File: src/rtl/lottery_pkg.sv
// Shared types for the lottery round controller: digit type, round FSM states
// and a helper that extracts one digit from a packed ticket/draw bus.
package lottery_pkg;

  localparam int NDIG = 10;

  typedef logic [3:0] digit_t;

  typedef enum logic [2:0] {
    IDLE,
    DRAW,
    SCORE,
    DRAIN,
    SUMMARY
  } round_state_e;

  // Digit idx sits at bus[4*idx+3:4*idx]; a constant-index scan keeps selects static.
  function automatic digit_t unpack_digit(input logic [4*NDIG-1:0] bus, input int idx);
    digit_t d;
    d = '0;
    for (int j = 0; j < NDIG; j++) begin
      if (j == idx) d = bus[4*j +: 4];
    end
    return d;
  endfunction

endpackage

File: src/rtl/lottery_round_ctrl_payout.sv
// Digit comparator: flags every position where the drawn digit equals the
// ticket digit. Masking and counting are left to the caller.
module payout
  import lottery_pkg::*;
(
  input  logic [4*NDIG-1:0] i_id,
  input  logic [4*NDIG-1:0] i_in,
  output logic [NDIG-1:0]   o_match
);

  always_comb begin
    o_match = '0;
    for (int i = 0; i < NDIG; i++) begin
      o_match[i] = (unpack_digit(i_id, i) == unpack_digit(i_in, i));
    end
  end

endmodule

File: src/rtl/lottery_round_ctrl.sv
// Lottery round sequencer: serial draw capture, one-ticket-per-cycle scoring with
// a single-entry result register, saturating round statistics and a summary pulse.
module lottery_round_ctrl
  import lottery_pkg::*;
#(
  parameter int TKT_W = 8,
  parameter int TOT_W = 16
) (
  input  logic              clk,
  input  logic              rst_n,
  input  logic              draw_start,
  input  logic              draw_vld,
  input  logic [3:0]        draw_digit,
  input  logic              tkt_vld,
  output logic              tkt_rdy,
  input  logic [4*NDIG-1:0] tkt_digits,
  input  logic [NDIG-1:0]   tkt_en,
  output logic              res_vld,
  input  logic              res_rdy,
  output logic [TKT_W-1:0]  res_id,
  output logic [3:0]        res_payout,
  output logic              res_jackpot,
  input  logic              close,
  output logic              sum_vld,
  output logic [TKT_W-1:0]  sum_tickets,
  output logic [TOT_W-1:0]  sum_total,
  output logic [TKT_W-1:0]  sum_jackpots,
  output logic              busy
);

  function automatic logic [3:0] count_hits(input logic [NDIG-1:0] v);
    logic [3:0] c;
    c = '0;
    for (int i = 0; i < NDIG; i++) c = c + 4'(v[i]);
    return c;
  endfunction

  function automatic logic [TKT_W-1:0] sat_inc(input logic [TKT_W-1:0] a, input logic b);
    return (a == '1) ? a : a + TKT_W'(b);
  endfunction

  function automatic logic [TOT_W-1:0] sat_add(input logic [TOT_W-1:0] a, input logic [3:0] b);
    logic [TOT_W:0] s;
    s = {1'b0, a} + (TOT_W+1)'(b);
    return s[TOT_W] ? '1 : s[TOT_W-1:0];
  endfunction

  round_state_e      r_state;
  logic [4*NDIG-1:0] r_draw;
  logic [3:0]        r_idx;
  logic [TKT_W-1:0]  r_id_cnt;
  logic [TKT_W-1:0]  r_tickets;
  logic [TOT_W-1:0]  r_total;
  logic [TKT_W-1:0]  r_jackpots;
  logic              r_vld_p1;
  logic [TKT_W-1:0]  r_id_p1;
  logic [3:0]        r_payout_p1;
  logic              r_jackpot_p1;

  logic [NDIG-1:0]   w_match;
  logic [NDIG-1:0]   w_hit;
  logic [3:0]        w_payout_p0;
  logic              w_jackpot_p0;
  logic              w_rdy;
  logic              w_accept;

  payout u_payout (
    .i_id    (r_draw),
    .i_in    (tkt_digits),
    .o_match (w_match)
  );

  // ---- stage p0: mask the comparator result with the play mask ----
  assign w_hit        = w_match & tkt_en;
  assign w_payout_p0  = count_hits(w_hit);
  assign w_jackpot_p0 = (tkt_en != '0) && (w_hit == tkt_en);

  // The result register may be refilled in the very cycle it is drained.
  assign w_rdy    = (r_state == SCORE) && (!r_vld_p1 || res_rdy);
  assign w_accept = tkt_vld && w_rdy;

  // ---- stage p1: registered result and round state ----
  always_ff @(posedge clk or negedge rst_n) begin
    if (!rst_n) begin
      r_state      <= IDLE;
      r_draw       <= '0;
      r_idx        <= '0;
      r_id_cnt     <= '0;
      r_tickets    <= '0;
      r_total      <= '0;
      r_jackpots   <= '0;
      r_vld_p1     <= 1'b0;
      r_id_p1      <= '0;
      r_payout_p1  <= '0;
      r_jackpot_p1 <= 1'b0;
    end else begin
      if (w_accept) begin
        r_vld_p1     <= 1'b1;
        r_id_p1      <= r_id_cnt;
        r_payout_p1  <= w_payout_p0;
        r_jackpot_p1 <= w_jackpot_p0;
        r_id_cnt     <= r_id_cnt + TKT_W'(1);
        r_tickets    <= sat_inc(r_tickets, 1'b1);
        r_total      <= sat_add(r_total, w_payout_p0);
        r_jackpots   <= sat_inc(r_jackpots, w_jackpot_p0);
      end else if (r_vld_p1 && res_rdy) begin
        r_vld_p1 <= 1'b0;
      end

      case (r_state)
        IDLE: begin
          if (draw_start) begin
            r_state    <= DRAW;
            r_idx      <= '0;
            r_id_cnt   <= '0;
            r_tickets  <= '0;
            r_total    <= '0;
            r_jackpots <= '0;
          end
        end
        DRAW: begin
          if (draw_vld) begin
            for (int k = 0; k < NDIG; k++) begin
              if (r_idx == 4'(k)) r_draw[4*k +: 4] <= draw_digit;
            end
            if (r_idx == 4'(NDIG - 1)) begin
              r_idx   <= '0;
              r_state <= SCORE;
            end else begin
              r_idx <= r_idx + 4'd1;
            end
          end
        end
        SCORE: begin
          if (close) r_state <= DRAIN;
        end
        DRAIN: begin
          if (!r_vld_p1) r_state <= SUMMARY;
        end
        SUMMARY: r_state <= IDLE;
        default: r_state <= IDLE;
      endcase
    end
  end

  assign tkt_rdy      = w_rdy;
  assign res_vld      = r_vld_p1;
  assign res_id       = r_id_p1;
  assign res_payout   = r_payout_p1;
  assign res_jackpot  = r_jackpot_p1;
  assign sum_vld      = (r_state == SUMMARY);
  assign sum_tickets  = r_tickets;
  assign sum_total    = r_total;
  assign sum_jackpots = r_jackpots;
  assign busy         = (r_state != IDLE);

endmodule
File: config.mk
export PLATFORM = sky130hd
export DESIGN_NAME = lottery_round_ctrl
export DESIGN_NICKNAME = d
export VERILOG_FILES = /design/src/rtl/lottery_pkg.sv /design/src/rtl/lottery_round_ctrl_payout.sv /design/src/rtl/lottery_round_ctrl.sv
export SDC_FILE = /design/constraint.sdc
export NUM_CORES = 1
export LEC_CHECK = 0
export CAP_MARGIN = 15
export CORE_MARGIN = 5
export CORE_UTILIZATION = 53
export DETAILED_ROUTE_END_ITERATION = 8
export GPL_TIMING_DRIVEN = 0
export PLACE_DENSITY = 0.87
export RECOVER_POWER = 25
export SLEW_MARGIN = 20
export SYNTH_ARGS = -nofsm -noshare
export SYNTH_HDL_FRONTEND = slang
export SYNTH_HIERARCHICAL = 1
export SYNTH_SLANG_ARGS = --single-unit
File: constraint.sdc
create_clock -name clk -period 6.8 [get_ports clk]
set_clock_uncertainty 0.05 [all_clocks]
set_input_delay 1.02 -clock clk [delete_from_list [all_inputs] [get_ports clk]]
set_output_delay 1.02 -clock clk [all_outputs]
set_load 0.03 [all_outputs]
Word level (Yosys, flattened, before mapping) --
Index checks and enable logic that the tools add are counted. W data, S select, Z words.
Storage, ports and cells: bits of input ports 61, output and inout bits 49, register bits 101
Cells by class: reduce and logical (&&, ||, !) cells 24, muxes and demuxes 27, $add $sub $neg 14, equal/unequal tests 31, bitwise gates (word level) 1
Operator list (count):
- $mux W8 | 11
- $mux W16 | 4
- $eq A4 B4 Y1 | 10
- $reduce_and A3 Y1 | 11
- $add A4 B1 Y4 | 6
- $add A16 B4 Y17 | 1
- $add A8 B1 Y8 const B | 2
- $eq A4 B3 Y1 const B | 4
- $eq A8 B8 Y1 const B | 2
- $mux W3 | 5
- $mux W4 | 3
- $pmux W3 S4 | 1
- $and A10 B10 Y10 | 1
- $eq A10 B10 Y1 | 1
- $ne A2 B2 Y1 const B | 5
- $reduce_bool A10 Y1 | 1
- $add A8 B1 Y8 | 1
- $eq A4 B2 Y1 const B | 2
- $eq A4 B4 Y1 const B | 2
- $pmux W4 S2 | 1
- $eq A3 B2 Y1 const B | 2
- $reduce_and A5 Y1 | 1
- $add A3 B1 Y4 | 1
- $add A4 B1 Y4 const B | 1
- 13 further kinds | 18

Logic depth before layout (Yosys ltp) --
Gate-level depths: netlist (run 1).
depth after elaboration 16, gate-level depth with buffers 17, mapped depth without buffers 16

Cells and area by module --
The synthesis (run 1) kept the hierarchy.
By module, submodules not included:
- lottery_round_ctrl | times used 1, cells each 488, area each 5258.8 um^2, sequential area each 2527.4 um^2
- payout | times used 1, cells each 50, area each 475.5 um^2, sequential area each 0.0 um^2

Worst setup path before layout (run 1) --
No wires, ideal clock.
kind input port to flip-flop, from input port tkt_digits[0], to register r_total[10], in the netlist sum_total[10], setup slack 1364 ps, cell stages on the path 16, data arrival time 5315 ps, cell sequence xor2_1 nor4_2 and2_1 fa_1 inv_1 fa_1 inv_1 fa_1 ha_1 fa_1 inv_1 fa_1 nand2b_1 a21o_1 or4b_2 nand3_1
Between the ends: cells in the longest elaborated chain, start to end 16
Ends and longest elaborated chain:
- from (decl) | RTL line lottery_round_ctrl.sv:16 | input logic [4*NDIG-1:0] tkt_digits,
- $eq A4 B4 Y1 * | RTL line lottery_round_ctrl_payout.sv:14 | o_match[i] = (unpack_digit(i_id, i) == unpack_digit(i_in, i));
- via w_match[0] | RTL line lottery_round_ctrl.sv:60 | logic [NDIG-1:0] w_match;
- $and A10 B10 Y10 * | RTL line lottery_round_ctrl.sv:74 | assign w_hit = w_match & tkt_en;
- $add A1 B1 Y2 * | RTL line lottery_round_ctrl.sv:34 | for (int i = 0; i < NDIG; i++) c = c + 4'(v[i]);
- $add A2 B1 Y3 * | RTL line lottery_round_ctrl.sv:34
- $add A3 B1 Y4 * | RTL line lottery_round_ctrl.sv:34
- $add A4 B1 Y4 * (6 in series) | RTL line lottery_round_ctrl.sv:34
- via w_payout_p0[1] | RTL line lottery_round_ctrl.sv:62 | logic [3:0] w_payout_p0;
- $add A16 B4 Y17 * | RTL line lottery_round_ctrl.sv:44 | s = {1'b0, a} + (TOT_W+1)'(b);
- $mux W16 * | RTL line lottery_round_ctrl.sv:45 | return s[TOT_W] ? '1 : s[TOT_W-1:0];
- $mux W16 * | RTL line lottery_round_ctrl.sv:97 | if (w_accept) begin
- $mux W16 | RTL line lottery_round_ctrl.sv:112 | if (draw_start) begin
- $mux W16 * | RTL line lottery_round_ctrl.sv:110 | case (r_state)
- to (signal assigned) | RTL line lottery_round_ctrl.sv:104 | r_total <= sat_add(r_total, w_payout_p0);
- to (decl) | RTL line lottery_round_ctrl.sv:53 | logic [TOT_W-1:0] r_total;
The timed path passes the listed nets; every way through them passes the cells marked *. A chain may end at the register's enable or synchronous reset.

Worst setup path after layout (run 1) --
from input port tkt_digits[37], to register r_total[10], in the netlist sum_total[10]
Between the ends: cells in the longest elaborated chain, start to end 8
Ends and longest elaborated chain (RTL line):
- $eq A4 B4 Y1 * | lottery_round_ctrl_payout.sv:14
- via w_match[9] | lottery_round_ctrl.sv:60
- $and A10 B10 Y10 * | lottery_round_ctrl.sv:74
- $add A4 B1 Y4 * | lottery_round_ctrl.sv:34
- via w_payout_p0[1] | lottery_round_ctrl.sv:62
- $add A16 B4 Y17 * | lottery_round_ctrl.sv:44
- $mux W16 * | lottery_round_ctrl.sv:45
- $mux W16 * | lottery_round_ctrl.sv:97
- $mux W16 | lottery_round_ctrl.sv:112
- $mux W16 * | lottery_round_ctrl.sv:110
Marked as above.

==> results of run 1 <==
==> stage by stage <==
stage	hold WS (ns)	total power [mW]	std cells	setup slack, ns
final	0.4410	1.940	800	0.9123
after global routing	0.4736	2.052	800	0.6253
after CTS	0.4483	1.943	800	0.9245
after detailed placement	0.4244	1.580	784	0.5541
after global placement	0.4161	1.524	783	0.6456
after floorplan	0.4019	1.346	538	1.364
==> per-layer routing <==
metal	wire, µm	track usage, %
met3	1123	6.260
met2	7518	40.75
met4	284	8.234
met1	5469	26.19
met5	0	0
==> worst reg2reg max path: stages (launching register included) <==
cell	delay, ns
dfrtp_1	0.41
xor2_1	0.16
nor4_2	0.42
and2_1	0.21
fa_1	0.40
inv_1	0.08
fa_1	0.40
inv_1	0.09
fa_1	0.41
ha_1	0.25
fa_1	0.52
inv_1	0.07
fa_1	0.44
nand2b_1	0.19
a21o_1	0.26
or4b_2	0.65
nand3_1	0.10
==> worst paths after layout <==
| check | from | to |
|---|---|---|
| max | tkt_digits[37] | sum_total[10] |
| min | res_payout[1] | res_payout[1] |
| max reg2reg | r_draw[36] | sum_total[10] |
| min reg2reg | res_payout[1] | res_payout[1] |
| max in group asynchronous | rst_n | r_draw[23] |
| min in group asynchronous | rst_n | sum_total[5] |
==> logic make-up after synthesis <==
logic type / share of synthesized area, %
DFF: 44.08
xor gates and xnor gates: 8.095
AOI/OAI and AO/OA: 8.750
buffers and inverters: 4.058
adders and majority gates: 4.626
muxes: 9.142
and+or+nand+nor: 21.25
==> cell usage in the layout (no fill, tap or decap), drive strengths merged, types with 10 or more instances in the layout <==
cell type,count
nand4,12
o21ai,15
xor2,47
nor2,22
nand3,23
ha,10
or4,10
buf,15
and2,10
a21oi,16
mux2,41
dfrtp,101
inv,24
clkbuf,22
clkdlybuf4s50,104
nand2,53
nor4,17
==> sequential cells by signal, indices dropped and copies added, names as in the netlist <==
signal,count
r_draw,40
sum_total,16
r_id_cnt,8
res_id,8
sum_jackpots,8
sum_tickets,8
r_idx,4
res_payout,4
r_state,3
res_jackpot,1
res_vld,1
==> power by group through the flow <==
stage          sequential, mW  clock (mW)  combinational [mW]
2_1_floorplan           0.894           0               0.452
3_3_place_gp            0.869           0               0.656
3_5_place_dp            0.882           0               0.698
4_1_cts                 0.870       0.368               0.705
5_1_grt                 0.889       0.396               0.767
6_report                0.872       0.367               0.701
==> layout make-up <==
type / instances / area [µm²] / area share (%)
Multi-Input combinational cell: 391 / 2974 / 41.64
Sequential cell: 101 / 2527 / 35.39
Inverter: 22 / 82.58 / 1.156
Timing Repair Buffer: 106 / 1049 / 14.68
Buffer: 24 / 148.9 / 2.085
Tap cell: 140 / 175.2 / 2.453
Clock inverter: 5 / 43.79 / 0.6132
Clock buffer: 11 / 141.4 / 1.980
==> qor.csv, run 1 <==
stage,metric,value,unit
cts,holdBufCountCts,0,
route,final_antenna_net_count,0,
final_layout,fillers,816,
cts,clkTransAtPathRegs,0.11,ns
cts,clk_latency,0.37,ns
hold_path,min_path_type,register to register,
yosys,ys_seq_area_share,44.08,%
yosys,synth_most_common_cell,dfrtp_1,
yosys,ys_seq_elements,101,
sta,tightest_slew,2.810,ns
worst_setup_path,crit_cells,17,
placed_design,placed_area,6989,µm²
placed_design,dp_hpwl,11060,µm
sta,relSlewSlack,-87.33,%
yosys,synth_top_area_cell,dfrtp_1,
worst_setup_path,crit_chain,"clkdlybuf4s50_1, xor2_1, nor4_2, and2_1, fa_1, inv_1, fa_1, inv_1, fa_1, ha_1, fa_1, inv_1, fa_1, nand2b_1, a21o_1, or4b_2, nand3_1",
yosys,ys.flop_type,dfrtp_1,
power_and_ir_drop,p_leak,3.038,nW
final_layout,layout-drive-gt1-share,14.85,%
power_and_ir_drop,pwr-share-seq,44.9,%
worst_setup_path,cp.arrival,6.15,ns
floorplan,ios,110,
grt,antenna_found_initial,0,
worst_setup_path,path_delay_family,adder cells,
yosys,async_reset_ff_share,100.0,%
grt,overflow,0,
worst_setup_path,path_class,input pin to register,
worst_setup_path,cp-start-kind,input pin,
worst_setup_path,cp_common_cell,fa_1,
yosys,ys_types,66,
sta,finalSetupViolCount,0,
grt,grt_pass1_vias,5112,
floorplan,core,10700,µm²
grt,grt_usage,22.84,%
power_and_ir_drop,switching_power,0.7020,mW
route,vias_per_cell,5.946,
floorplan,dieArea,13000,µm²
yosys,yosysWarnings,6,
cts,cts_made_buffers,9,
power_and_ir_drop,powerDensity,271.6,nW/µm²
yosys,syn_area,5734,µm²
power_and_ir_drop,swShare,36.19,%
cts,htreeDepth,3,
final_layout,nets,733,
sta,hold_violations,0,
route,routed_wl,14400,µm
cts,clockRootBuffer,clkbuf_8,
final_layout,n_antenna_cell,0,
worst_setup_path,critPathBufInv,4,
yosys,syn_nets,616,
yosys,postSynthCellCount,538,
worst_setup_path,required,7.06,ns
run,maxCapViolations,2,
run_status,violations,"capacitance limit, slew limit",
yosys,synth-edff-count,0,
floorplan,die_w,114.0,µm
worst_setup_path,setup.worst_path.end_class,register,
final_layout,post-route-util,66.76,%
hold_path,hold_path_depth,2,
placed_design,io_buffer_count,105,
worst_setup_path,crit_fanout,8,
sta,maxSlewViolCount,104,
route,drt_iter0_drc,345,
cts,cts_resized,0,
yosys,post_synth.cell_area_avg,10.66,µm²
yosys,yosys-top-cells-area,"dfrtp_1, mux2_2, xor2_1, nand2_1, fa_1",
sta,rsz0062_at_grt,false,
floorplan,num_rows,38,
route,route.detailed.drc,0,
yosys,synth_top_area_share,44.08,%
power_and_ir_drop,p_comb_share,36.1,%
final_layout,final_area,7142,µm²
sta,fin_crit,5.888,ns
cts,post_cts_buffers,0,
route,drtPass1Iterations,5,
placed_design,place.gp.congestion,0.9338,
floorplan,die_h,114.0,µm
worst_setup_path,r2r_cells,16,
grt,grt_pass1_wl,23970,µm
sta,fin_tns_setup,0,ns
cts,cts.sinks,101,
worst_setup_path,r2r_setup_slack,1.62,ns
grt,grt_max_degree,54,
power_and_ir_drop,power.share.clock,18.9,%
yosys,netlist_top_cells_count,"dfrtp_1, nand2_1, xor2_1, mux2_2, nand3_1",
route,wl_per_cell,18.00,µm
worst_setup_path,cpPeakStageDelay,0.65,ns
sta,fmax,0.1698,GHz
run_status,status,"finished, violations left",
final_layout,synthToLayoutAreaGrowth,24.55,%
power_and_ir_drop,ir_worst_vdd,179.3,µV
cts,clockBufferDepth,2,
worst_setup_path,critPathSlowestCell,or4b_2,
route,vias,4757,
sta,fin_crit_sh,86.58,%
cts,cts_tree,built,
power_and_ir_drop,internal_power,1.238,mW
floorplan,floorplan.initialDensity,53.60,%
Power figures use the tool's default switching activity.
==> run 2, diff against run 1 <==
--- a/config.mk
+++ b/config.mk
@@ -7,13 +7,12 @@
 export LEC_CHECK = 0
 export CAP_MARGIN = 15
 export CORE_MARGIN = 5
-export CORE_UTILIZATION = 53
+export CORE_UTILIZATION = 52
 export DETAILED_ROUTE_END_ITERATION = 8
 export GPL_TIMING_DRIVEN = 0
-export PLACE_DENSITY = 0.87
+export PLACE_DENSITY = 0.86
 export RECOVER_POWER = 25
-export SLEW_MARGIN = 20
+export SLEW_MARGIN = 40
 export SYNTH_ARGS = -nofsm -noshare
 export SYNTH_HDL_FRONTEND = slang
-export SYNTH_HIERARCHICAL = 1
 export SYNTH_SLANG_ARGS = --single-unit
==> run 2 against run 1 <==
  * Count of clock-buffer cells in the layout unchanged
  * Critical path type unchanged
  * Sequential power about the same
  * Core utilization increased by 0.60 points
  * Total power increased by 0.40%
  * Highest routed layer unchanged
  * Register-to-register slack got worse by 0.21 ns
  * The run still ends with capacitance limit, slew limit left
  * Largest cell class unchanged
==> qor.csv, run 2 <==
stage,metric,value,unit,change
run_status,status,"finished, violations left",,
run_status,violations,"capacitance limit, slew limit",,
worst_setup_path,rr_startpoint,r_draw[0],,
yosys,ys_types,65,,-1.5%
final_layout,final_area,6985,µm²,-2.2%
worst_setup_path,cp.arrival,6.30,ns,+0.15 ns
final_layout,mostFrequentLayoutCell,clkdlybuf4s50_1,,
route,routed_wl,13610,µm,-5.4%
worst_setup_path,crit_chain,"clkdlybuf4s50_1, xor2_1, nor4_1, nand2_1, fa_1, fa_1, inv_1, fa_1, ha_1, fa_1, inv_1, fa_1, nor2b_1, o21ai_4, a2111oi_4, a31oi_1, a311oi_1",,
sta,relSlewSlack,-109.6,%,-22 points
sta,finalSetupViolCount,0,,unchanged
hold_path,min_path_type,register to register,,
power_and_ir_drop,switching_power,0.6650,mW,-5.3%
sta,fin_crit,6.092,ns,+0.2046 ns
yosys,ys.flop_type,dfrtp_1,,
cts,holdBufCountCts,0,,unchanged
final_layout,regMostFlops,r_draw,,
hold_path,holdPathEnd,res_payout[3],,
cts,clockBufferDepth,2,,unchanged
worst_setup_path,cp_common_cell,fa_1,,
placed_design,dp_hpwl,10460,µm,-5.4%
yosys,synth_top_area_share,45.52,%,+1.4 points
worst_setup_path,critPathSlowestCell,fa_1,,
hold_path,min-delay-start,res_payout[3],,
route,route.detailed.drc,0,,unchanged
yosys,synth-edff-count,0,,unchanged
power_and_ir_drop,ir_worst_vdd,175.3,µV,-2.3%
worst_setup_path,required,7.00,ns,-0.06 ns
yosys,netlist_top_cells_count,"dfrtp_1, nand2_1, mux2_2, xor2_1, nor2_1",,
hold_path,hold_path_depth,2,,unchanged
worst_setup_path,critPathBufInv,3,,-1
grt,grt_max_degree,61,,+13%
power_and_ir_drop,powerDensity,278.8,nW/µm²,+2.7%
worst_setup_path,setup.worst_path.end_class,register,,
cts,clk_latency,0.36,ns,about the same
yosys,synth_most_common_cell,dfrtp_1,,
grt,grt_pass1_vias,4728,,-7.5%
sta,tightest_slew,3.145,ns,+0.3347 ns
route,vias,4434,,-6.8%
run,maxCapViolations,2,,unchanged
yosys,synth_top_area_cell,dfrtp_1,,
cts,cts_resized,0,,unchanged
sta,fin_tns_setup,0,ns,unchanged
yosys,async_reset_ff_share,100.0,%,unchanged
yosys,post_synth.cell_area_avg,10.60,µm²,-0.58%
floorplan,die_h,113.3,µm,-0.60%
yosys,syn_nets,602,,-2.3%
floorplan,num_rows,37,,-2.6%
cts,cts.sinks,101,,unchanged
grt,overflow,0,,unchanged
floorplan,dieArea,12840,µm²,-1.2%
yosys,syn_area,5553,µm²,-3.2%
worst_setup_path,path_class,input pin to register,,
route,drtPass1Iterations,4,,-1
power_and_ir_drop,internal_power,1.283,mW,+3.6%
power_and_ir_drop,pwr-share-seq,44.6,%,-0.3 points
power_and_ir_drop,power,1.948,mW,+0.40%
cts,htreeDepth,3,,unchanged
final_layout,final_cell_mix,"clkdlybuf4s50_1, dfrtp_1, nand2_1",,
worst_setup_path,cpPeakStageDelay,0.54,ns,-0.11 ns
placed_design,place.gp.congestion,0.9035,,-3.2%
worst_setup_path,cp-start-kind,input pin,,
route,vias_per_cell,5.677,,-4.5%
cts,clkTransAtPathRegs,0.10,ns,about the same
floorplan,die_w,113.3,µm,-0.60%
yosys,yosysWarnings,0,,-6
floorplan,floorplan.initialDensity,53.55,%,-0.055 points
worst_setup_path,r2r_end,sum_total[14],,
final_layout,nets,719,,-1.9%
cts,clockRootBuffer,clkbuf_8,,
power_and_ir_drop,power.share.clock,21.7,%,+2.8 points
cts,post_cts_buffers,0,,unchanged
grt,grt_pass1_wl,22690,µm,-5.4%
sta,maxSlewViolCount,104,,unchanged
grt,antenna_found_initial,0,,unchanged
floorplan,core,10370,µm²,-3.1%
sta,hold-worst-slack,0.4276,ns,-0.01342 ns
cts,cts_made_buffers,9,,unchanged
cts,cts_tree,built,,
yosys,ys_seq_area_share,45.52,%,+1.4 points
power_and_ir_drop,swShare,34.14,%,-2.0 points
sta,rsz0062_at_grt,false,,
placed_design,placed_area,6807,µm²,-2.6%
route,wl_per_cell,17.43,µm,-3.1%
yosys,yosys-top-cells-area,"dfrtp_1, mux2_2, xor2_1, nand2_1, fa_1",,
route,drt_iter0_drc,240,,-30%
floorplan,ios,110,,unchanged
sta,fin_crit_sh,89.59,%,+3.0 points
power_and_ir_drop,p_comb_share,33.7,%,-2.4 points
final_layout,n_antenna_cell,0,,unchanged
final_layout,largest_reg_flops,40,,unchanged
grt,grt_usage,21.95,%,-0.89 points
yosys,postSynthCellCount,524,,-2.6%
route,final_antenna_net_count,0,,unchanged
final_layout,layout-drive-gt1-share,13.33,%,-1.5 points
yosys,ys_seq_elements,101,,unchanged
worst_setup_path,r2r_setup_slack,1.41,ns,-0.21 ns
final_layout,synthToLayoutAreaGrowth,25.80,%,
worst_setup_path,r2r_cells,16,,unchanged
placed_design,io_buffer_count,105,,unchanged
sta,fmax,0.1641,GHz,-3.4%
sta,hold_violations,0,,unchanged
power_and_ir_drop,p_leak,3.057,nW,+0.62%
worst_setup_path,crit_fanout,5,,-3
worst_setup_path,path_delay_family,adder cells,,
-- run 2: power by group through the flow --
stage	Sequential, mW	Clock [mW]	Combinational (mW)
2_1_floorplan	0.885	0	0.433
3_3_place_gp	0.868	0	0.627
3_5_place_dp	0.879	0	0.661
4_1_cts	0.868	0.429	0.663
5_1_grt	0.885	0.456	0.726
6_report	0.869	0.423	0.656
-- run 2: how the worst max path moves through the flow --
stage | startpoint | depth (start not counted) | to
CTS | tkt_digits[0] | 17 | sum_total[14]
floorplan | tkt_digits[0] | 16 | sum_total[14]
detailed placement | tkt_digits[0] | 17 | sum_total[14]
global placement | tkt_digits[4] | 17 | sum_total[14]
global route | rst_n | 2 | r_draw[12]
finish | tkt_digits[4] | 17 | sum_total[14]
-- run 2: routing by layer --
layer	vias up	wire [µm]	global-route usage [%]
met4	0	348	8.013
met1	2172	5526	26.66
met3	34	781	5.455
met5	-	0	0
met2	142	6958	37.84
li1	2086	-	-
-- run 2: through the flow --
stage / instances / worst slack, ns / utilization [%]
after global placement: 765 / 0.4895 / 65.32
final: 781 / 0.7077 / 67.36
after floorplan: 524 / 1.263 / -
after global routing: 781 / 0.4577 / 67.36
after CTS: 781 / 0.7131 / 67.70
after detailed placement: 766 / 0.2936 / 65.64
-- run 2: final cells by class --
cell class,instances,area (µm²)
buffer,18,82.58
tap,136,170.2
timing repair buffer,106,1049
multi-input combinational,382,2856
inverter,23,86.33
sequential,101,2527
fill,825,3385
clock inverter,4,72.57
clock buffer,11,141.4
-- run 2: worst min-delay path: cells and delay by family (launching register included) --
family,cells,cell delay [ns]
flip-flops,1,0.35
AND/OR/NAND/NOR,2,0.10
-- run 2: cells by family after synthesis --
family / after synthesis / synth area share (%)
buf+inv: 41 / 3.042
compound gates: 70 / 9.261
fa+ha+maj: 17 / 4.777
simple gates: 197 / 19.78
flops: 101 / 45.52
mux: 45 / 9.261
xor+xnor: 53 / 8.360
